--- src/rtl/reg_scoreboard_if.sv ---
// Decode/writeback/control bundle for the register-file issue scoreboard.
// The master modport is the pipeline side and the slave modport is the scoreboard.
interface reg_scoreboard_if;
    logic        Issue_Valid;
    logic [4:0]  Issue_Rs;
    logic [4:0]  Issue_Rt;
    logic        Issue_Rs_Used;
    logic        Issue_Rt_Used;
    logic [4:0]  Issue_Rd;
    logic        Issue_Rd_Write;
    logic        Issue_Ready;
    logic        WB_Valid;
    logic [4:0]  WB_Rd;
    logic        Kill_Valid;
    logic [4:0]  Kill_Rd;
    logic        Drain_Req;
    logic        Drain_Ack;
    logic        Busy;
    logic [15:0] Stall_Count;
    logic        Err;

    modport master (
        output Issue_Valid, Issue_Rs, Issue_Rt, Issue_Rs_Used, Issue_Rt_Used,
        output Issue_Rd, Issue_Rd_Write, WB_Valid, WB_Rd, Kill_Valid, Kill_Rd, Drain_Req,
        input  Issue_Ready, Drain_Ack, Busy, Stall_Count, Err
    );

    modport slave (
        input  Issue_Valid, Issue_Rs, Issue_Rt, Issue_Rs_Used, Issue_Rt_Used,
        input  Issue_Rd, Issue_Rd_Write, WB_Valid, WB_Rd, Kill_Valid, Kill_Rd, Drain_Req,
        output Issue_Ready, Drain_Ack, Busy, Stall_Count, Err
    );
endinterface

--- src/rtl/reg_scoreboard.sv ---
// Per-register pending-write scoreboard: stalls decode on RAW hazards and counter
// saturation, releases on writeback/squash, and offers a drain handshake.
module reg_scoreboard #(
    parameter int NREG  = 32,
    parameter int CNT_W = 2
) (
    input  logic             Clk,
    input  logic             Clr,
    reg_scoreboard_if.slave  sb
);

    typedef enum logic [1:0] {
        ST_RUN      = 2'd0,
        ST_DRAINING = 2'd1,
        ST_DRAINED  = 2'd2
    } state_e;

    state_e            state_q, state_d;
    logic [CNT_W-1:0]  cnt_q [NREG];
    logic [CNT_W-1:0]  cnt_d [NREG];
    logic [CNT_W-1:0]  eff_s [NREG];
    logic [NREG-1:0]   under_s;
    logic              hazard_s;
    logic              sat_s;
    logic              ready_s;
    logic              fire_s;
    logic              busy_d, busy_q;
    logic              err_d, err_q;
    logic              drain_ack_d, drain_ack_q;
    logic [15:0]       stall_d, stall_q;

    // Effective counts: writeback and squash of this cycle already applied, clamped at zero
    always_comb begin
        logic [CNT_W:0] dec_v;
        logic [CNT_W:0] cnt_v;
        for (int r = 0; r < NREG; r++) begin
            dec_v = (CNT_W+1)'(sb.WB_Valid && (sb.WB_Rd == 5'(r)))
                  + (CNT_W+1)'(sb.Kill_Valid && (sb.Kill_Rd == 5'(r)));
            cnt_v = {1'b0, cnt_q[r]};
            if (r == 0) begin
                eff_s[r]   = {CNT_W{1'b0}};
                under_s[r] = 1'b0;
            end else if (dec_v > cnt_v) begin
                eff_s[r]   = {CNT_W{1'b0}};
                under_s[r] = 1'b1;
            end else begin
                eff_s[r]   = CNT_W'(cnt_v - dec_v);
                under_s[r] = 1'b0;
            end
        end
    end

    // Issue gating: hazard and saturation look only at effective counts, never at Issue_Valid
    always_comb begin
        hazard_s = (sb.Issue_Rs_Used && (sb.Issue_Rs != 5'd0) && (eff_s[sb.Issue_Rs] != {CNT_W{1'b0}}))
                || (sb.Issue_Rt_Used && (sb.Issue_Rt != 5'd0) && (eff_s[sb.Issue_Rt] != {CNT_W{1'b0}}));
        sat_s    = sb.Issue_Rd_Write && (sb.Issue_Rd != 5'd0) && (eff_s[sb.Issue_Rd] == {CNT_W{1'b1}});
        ready_s  = !Clr && (state_q == ST_RUN) && !hazard_s && !sat_s;
        fire_s   = sb.Issue_Valid && ready_s;
    end

    // Next counts, busy summary and sticky underflow error
    always_comb begin
        logic inc_v;
        busy_d = 1'b0;
        err_d  = err_q | (|under_s);
        for (int r = 0; r < NREG; r++) begin
            inc_v    = fire_s && sb.Issue_Rd_Write && (sb.Issue_Rd == 5'(r)) && (r != 0);
            cnt_d[r] = eff_s[r] + CNT_W'(inc_v);
            busy_d   = busy_d | (cnt_d[r] != {CNT_W{1'b0}});
        end
    end

    // Saturating stall counter
    always_comb begin
        if (sb.Issue_Valid && !ready_s && (stall_q != 16'hFFFF)) begin
            stall_d = stall_q + 16'd1;
        end else begin
            stall_d = stall_q;
        end
    end

    // Drain FSM next-state; dropping the request always wins
    always_comb begin
        state_d = state_q;
        case (state_q)
            ST_RUN: begin
                if (sb.Drain_Req) state_d = ST_DRAINING;
                else              state_d = ST_RUN;
            end
            ST_DRAINING: begin
                if (!sb.Drain_Req) state_d = ST_RUN;
                else if (!busy_d)  state_d = ST_DRAINED;
                else               state_d = ST_DRAINING;
            end
            ST_DRAINED: begin
                if (!sb.Drain_Req) state_d = ST_RUN;
                else               state_d = ST_DRAINED;
            end
            default: state_d = ST_RUN;
        endcase
        drain_ack_d = (state_d == ST_DRAINED);
    end

    // State and output registers
    always_ff @(posedge Clk or posedge Clr) begin
        if (Clr) begin
            state_q     <= ST_RUN;
            busy_q      <= 1'b0;
            err_q       <= 1'b0;
            drain_ack_q <= 1'b0;
            stall_q     <= 16'd0;
            for (int r = 0; r < NREG; r++) cnt_q[r] <= {CNT_W{1'b0}};
        end else begin
            state_q     <= state_d;
            busy_q      <= busy_d;
            err_q       <= err_d;
            drain_ack_q <= drain_ack_d;
            stall_q     <= stall_d;
            for (int r = 0; r < NREG; r++) cnt_q[r] <= cnt_d[r];
        end
    end

    assign sb.Issue_Ready = ready_s;
    assign sb.Drain_Ack   = drain_ack_q;
    assign sb.Busy        = busy_q;
    assign sb.Stall_Count = stall_q;
    assign sb.Err         = err_q;

endmodule

--- src/flat_wrapper.sv ---
// flat-port wrapper written by rule: the top's interface ports become plain ports
module reg_scoreboard_flat 
#(
    parameter int NREG  = 32,
    parameter int CNT_W = 2
)
  (Clk, Clr, sb_Issue_Valid, sb_Issue_Rs, sb_Issue_Rt, sb_Issue_Rs_Used, sb_Issue_Rt_Used, sb_Issue_Rd, sb_Issue_Rd_Write, sb_WB_Valid, sb_WB_Rd, sb_Kill_Valid, sb_Kill_Rd, sb_Drain_Req, sb_Issue_Ready, sb_Drain_Ack, sb_Busy, sb_Stall_Count, sb_Err);
  reg_scoreboard_if sb_i ();
  input  logic Clk;
  input  logic Clr;
  input wire logic [$bits(sb_i.Issue_Valid)-1:0] sb_Issue_Valid;
  input wire logic [$bits(sb_i.Issue_Rs)-1:0] sb_Issue_Rs;
  input wire logic [$bits(sb_i.Issue_Rt)-1:0] sb_Issue_Rt;
  input wire logic [$bits(sb_i.Issue_Rs_Used)-1:0] sb_Issue_Rs_Used;
  input wire logic [$bits(sb_i.Issue_Rt_Used)-1:0] sb_Issue_Rt_Used;
  input wire logic [$bits(sb_i.Issue_Rd)-1:0] sb_Issue_Rd;
  input wire logic [$bits(sb_i.Issue_Rd_Write)-1:0] sb_Issue_Rd_Write;
  input wire logic [$bits(sb_i.WB_Valid)-1:0] sb_WB_Valid;
  input wire logic [$bits(sb_i.WB_Rd)-1:0] sb_WB_Rd;
  input wire logic [$bits(sb_i.Kill_Valid)-1:0] sb_Kill_Valid;
  input wire logic [$bits(sb_i.Kill_Rd)-1:0] sb_Kill_Rd;
  input wire logic [$bits(sb_i.Drain_Req)-1:0] sb_Drain_Req;
  output wire logic [$bits(sb_i.Issue_Ready)-1:0] sb_Issue_Ready;
  output wire logic [$bits(sb_i.Drain_Ack)-1:0] sb_Drain_Ack;
  output wire logic [$bits(sb_i.Busy)-1:0] sb_Busy;
  output wire logic [$bits(sb_i.Stall_Count)-1:0] sb_Stall_Count;
  output wire logic [$bits(sb_i.Err)-1:0] sb_Err;
  assign sb_i.Issue_Valid = sb_Issue_Valid;
  assign sb_i.Issue_Rs = sb_Issue_Rs;
  assign sb_i.Issue_Rt = sb_Issue_Rt;
  assign sb_i.Issue_Rs_Used = sb_Issue_Rs_Used;
  assign sb_i.Issue_Rt_Used = sb_Issue_Rt_Used;
  assign sb_i.Issue_Rd = sb_Issue_Rd;
  assign sb_i.Issue_Rd_Write = sb_Issue_Rd_Write;
  assign sb_i.WB_Valid = sb_WB_Valid;
  assign sb_i.WB_Rd = sb_WB_Rd;
  assign sb_i.Kill_Valid = sb_Kill_Valid;
  assign sb_i.Kill_Rd = sb_Kill_Rd;
  assign sb_i.Drain_Req = sb_Drain_Req;
  assign sb_Issue_Ready = sb_i.Issue_Ready;
  assign sb_Drain_Ack = sb_i.Drain_Ack;
  assign sb_Busy = sb_i.Busy;
  assign sb_Stall_Count = sb_i.Stall_Count;
  assign sb_Err = sb_i.Err;
  reg_scoreboard #(.NREG(NREG), .CNT_W(CNT_W)) u_core (.Clk(Clk), .Clr(Clr), .sb(sb_i));
endmodule
--- config.mk ---
export PLATFORM = sky130hd
export DESIGN_NAME = reg_scoreboard_flat
export DESIGN_NICKNAME = d
export VERILOG_FILES = /design/src/rtl/reg_scoreboard_if.sv /design/src/rtl/reg_scoreboard.sv /design/src/flat_wrapper.sv
export SDC_FILE = /design/constraint.sdc
export NUM_CORES = 1
export LEC_CHECK = 0
export CAP_MARGIN = 30
export CORE_MARGIN = 2
export CORE_UTILIZATION = 64
export DETAILED_ROUTE_END_ITERATION = 8
export GPL_TIMING_DRIVEN = 0
export PLACE_DENSITY = 0.92
export SLEW_MARGIN = 10
export SYNTH_ARGS = -nofsm -noshare
export SYNTH_HDL_FRONTEND = slang
export SYNTH_SLANG_ARGS = --single-unit
--- constraint.sdc ---
create_clock -name Clk -period 8 [get_ports Clk]
set_clock_uncertainty 0.1 [all_clocks]
set_input_delay 1.2 -clock Clk [delete_from_list [all_inputs] [get_ports Clk]]
set_output_delay 1.2 -clock Clk [all_outputs]
set_load 0.005 [all_outputs]
## Yosys cells after proc, flatten, opt, wreduce, memory -nomap -nowiden

Cells that the tools add are included.

- Add/subtract/negate cells: 94
- Magnitude comparators: 34
- Equal/unequal tests: 98
- Muxes and demuxes: 76
- Bitwise operators: 34
- Reductions and logical operators: 149

Operators with widths:

| cell | number |
|---|---|
| $eq A5 B5 Y1 const B | 48 |
| $eq A5 B4 Y1 const B | 24 |
| $logic_and A1 B1 Y1 | 106 |
| $gt A3 B2 Y1 | 31 |
| $mux W2 | 40 |
| $reduce_bool A2 Y1 | 33 |
| $add A1 B1 Y2 | 31 |
| $add A2 B1 Y2 | 31 |
| $sub A2 B2 Y2 | 31 |
| $eq A5 B3 Y1 const B | 12 |
| $mux W1 | 32 |
| $or A1 B1 Y1 | 31 |
| $reduce_or A31 Y1 | 1 |
| $bmux W2 S5 | 3 |
| $eq A5 B2 Y1 const B | 6 |
| $ge A6 B6 Y1 const B | 3 |
| $not A5 Y6 | 3 |
| $add A16 B1 Y16 const B | 1 |
| $ne A16 B16 Y1 const B | 1 |
| $eq A5 B1 Y1 const B | 3 |
| $reduce_bool A5 Y1 | 3 |
| $eq A2 B2 Y1 const B | 3 |
| $pmux W2 S3 | 1 |
| $logic_not A1 Y1 | 4 |
| 3 further kinds | 3 |

- Register bits: 83
- Input bits: 34
- Output and inout port bits: 20
- Word-level logic and storage cells: 521

## Depth between registers and ports, before layout

- Word-level depth: 53
- Depth in mapped cells: 24

## Worst setup path after synthesis

Ideal clock, no wire load.

- Path type: input port to flip-flop
- Start point: input port sb_Kill_Rd[0]
- End point: register u_core.drain_ack_q, in the netlist u_core.sb.Drain_Ack
- Library setup time: 0.065 ns
- Data arrival time: 6.025 ns
- Path slack: 1.811 ns
- Stages on the path: 23
- Cell sequence: or2_2 clkbuf_1 nor2_1 ha_1 ha_1 a211o_1 o311a_1 mux4_2 o211ai_1 a211oi_1 or4_1 and4_4 nand4_4 buf_6 nor2_1 ha_1 nor4_1 nand4_1 or3_1 nor4_1 nand4b_1 nor3_1 o21a_1

RTL lines:

| element | line | RTL |
|---|---|---|
| from (decl) | flat_wrapper.sv:21 | `input wire logic [$bits(sb_i.Kill_Rd)-1:0] sb_Kill_Rd;` |
| to (signal assigned) | reg_scoreboard.sv:118 | `drain_ack_q <= drain_ack_d;` |
| to (decl) | reg_scoreboard.sv:29 | `logic drain_ack_d, drain_ack_q;` |

==> results.md <==
- Peak supply drop: just over 0.2 mV
- Final worst slack: 0.09608 ns
- Post-Place Setup Slack: -0.5923 ns
- Status: finished clean
- Slew at the pin closest to its max-slew limit: between 1 and 1.5 ns
- RD Place Congestion: about 1.1
- Commonest non-fill, non-tap cell in the layout: ha_1
- Worst-path clk slew: about 0.060 ns
- CP startpoint: sb_WB_Rd[1]
- Hold buffer count at CTS: 0
- Non-Filler Instances: 1433
- PD cells: 222.3 nW/µm²
- Syn avg cell area: 8.114 µm²
- Nets: 1434
- Worst reg2reg path startpoint: u_core.cnt_q[46]
- First-pass GRT wire length: 49.56 mm
- Vias: 9911
- Port bufs: 47
- Hold/Removal Path Class: reg -> reg
- Die height: 126.8 µm
- Post-CTS setup-driven buffer insertion count: 0
- Pleak: between 4 and 5 nW
- Hold Startpoint: u_core.sb.Stall_Count[7]
- Most frequent cells in the layout: 156 x ha_1, 133 x inv_1, 113 x nor2_1
- Synth area leader: dfrtp_1
- YS warnings: 0
- EDFF count, synth: 0
- # rows: 44
- Setup crit end kind: flip-flop
- Setup CP Type: in -> reg
- Total track usage: 0.4020
- Hold Vio Cnt, Final: 0
- R2R cell count: 20
- Worst Path Max Fanout: 10
- CTS Buffer Depth: 2
- Ports: 54
- Setup violations, final: 0
- Sequential share of the synthesized area: 0.2153
- GRT Residual Overflow: 0
- Net count of the mapped netlist: ~1400
- Startpoint Class: input pin
- H-tree depth: 3
- Top cell type's share of synthesized area: 0.2153
- Drt total wl: 32.23 mm
- Antenna fix cells: 0
- Final worst path period need: 7.904 ns
- R2R setup slack: 2.10 ns
- Ys flop type: dfrtp_1
- Netlist cell types: 76
- # DRC: 0
- Max-cap violations: 0
- Dpl hpwl: 24.95 mm
- RSZ-0062 raised after global routing: false
- Asr flop ratio synth: 1.000
- Layout fillers: around 1100
- Arrival time at the worst endpoint: 8.10 ns
- CTS buffer count: 9
- CTS tree: built
- Core Region: 14640 µm²
- Fin crit share: 0.9880
- Fin. max-slew vios: 0
- Achievable Freq: 126.5 MHz
- WL per Instance: approximately 22 µm
- Layout area overhead: 11.19%
- Vias in the first global route: 9222
- Fin util: 0.7326
- Largest net degree at the start of global routing: 58
- Total power: 0.002384 W
- Yosys reg bits: 83
- Combined area of all synthesized cells: 9648 µm²
- Vias/cell: 6.916
- DRT Pass-1 Iters: 8
- Syn Inst Count: 1189
- Final antenna-violating net count: 0
- Share of layout cells above drive strength 1: 0.05925
- Clock sink count: 83
- Initial Util: 0.6588
- Placed insts: about 1400
- Initial antenna violation count: 0
- Slew HR: 0.2170
- DIE AREA: 16070 µm²
- CP endpoint: u_core.state_q[1]
- Largest cells by area after synthesis: dfrtp_1 22%, ha_1 20%, inv_1 5.2%
- DIE WIDTH: 126.8 µm
- R2R Path End: u_core.state_q[1]
- Worst Path Required: 8.19 ns
- Cell Area, Placed: 10380 µm²
- Initial DRC count: 1313
- Root Buffer: clkbuf_16
- Final instance area: 10730 µm²
- Worst-Skew Late Latency: 0.36 ns
==> cells by family after synthesis <==
logic type               count (synthesis)  synth area share
multiplexers                             6           0.01024
AO/OA/AOI/OAI                          284            0.2110
adder cells (fa/ha/maj)                156            0.2023
XOR/XNOR                                46           0.04176
flip-flops                              83            0.2153
AND/OR/NAND/NOR                        436            0.2446
buffers and inverters                  178           0.07483
==> cell usage after synthesis, drive strengths merged (3+ instances only) <==
cell type    n
or4          5
nor2       113
nor4        30
and2         6
a311oi       7
a221oi       4
a21oi       48
nor3b        9
a31oi       13
nand2b      23
o2111ai     11
nand2       44
dfrtp       83
o211a        4
a211oi      28
o21ai       32
o22ai        5
o31ai       27
clkbuf      21
o21a         6
nor3        57
xor2        28
nand4       14
inv        134
o31a         3
buf         22
a21o        14
nor2b       52
a211o       11
o311ai       3
or3          4
o32ai        3
nand3       37
o211ai      39
and3        25
a2111oi      6
xnor2       18
mux4         3
or2          7
ha         156
==> stage by stage <==
stage               hold WS, ns  setup TNS [ns]
finish                   0.3911               0
detailed placement       0.3833          -1.892
floorplan                0.3469               0
global route             0.4309               0
CTS                      0.3932               0
global placement         0.3749          -2.002
==> area by class of cell <==
cell class                 instances  area, µm²  area share
tap                              184      230.2     0.02146
inverter                         135      509.2     0.04747
clock buffer                      10      229.0     0.02134
buffer                            39      200.2     0.01866
timing repair buffer              48      498.0     0.04642
sequential                        83       2077      0.1936
clock inverter                     6      90.09    0.008397
multi-input combinational        928       6894      0.6426
==> critical path: stages <==
cell	delay, ns
clkdlybuf4s50_1	0.54
nor2b_1	0.20
nand3_1	0.35
nor2_1	0.23
ha_1	0.27
ha_1	0.37
and3_1	0.20
nor3_1	0.41
mux4_2	0.37
o211ai_1	0.09
a211oi_1	0.31
or4_1	0.29
and4_4	0.30
nand4_4	0.20
buf_6	0.23
nor2_1	0.17
ha_1	0.31
nor4_4	0.49
nand4_1	0.27
or3_1	0.37
nor4_1	0.25
nand4b_1	0.27
nor3_2	0.23
o21a_1	0.14
==> per-layer routing <==
layer,vias up,GRT usage,share of wire
met5,-,0,0
met4,0,0.2599,0.077
met3,188,0.1185,0.13
met2,697,0.6108,0.42
met1,4583,0.4993,0.37
li1,4443,-,-
==> registers in the layout, indices dropped and copies added, names as in the netlist <==
| signal | count |
|---|---|
| u_core.state_q | 2 |
| u_core.sb.Busy | 1 |
| u_core.sb.Stall_Count | 16 |
| u_core.sb.Drain_Ack | 1 |
| u_core.sb.Err | 1 |
| u_core.cnt_q | 62 |
==> power breakdown <==
group | switching (W) | leakage (nW) | internal (W)
Clock | 0.000194 | 0.153 | 0.000275
Sequential | 0.0000488 | 1.07 | 0.000528
Combinational | 0.000822 | 3.75 | 0.000517
==> timing repair <==
action / CTS / global route
pin swaps: 0 / 0
endpoints found under the setup margin: 3 / 4
gates resized for setup: 1 / 7
==> worst min-delay path by stage <==
stage               slack, ns  cells after the start                   endpoint
detailed placement       0.38                      1  u_core.sb.Stall_Count[13]
CTS                      0.39                      1  u_core.sb.Stall_Count[13]
floorplan                0.35                      1          u_core.state_q[0]
global placement         0.37                      1   u_core.sb.Stall_Count[9]
finish                   0.39                      1   u_core.sb.Stall_Count[7]
global route             0.43                      1  u_core.sb.Stall_Count[11]
(Power assumes the default switching activity.)
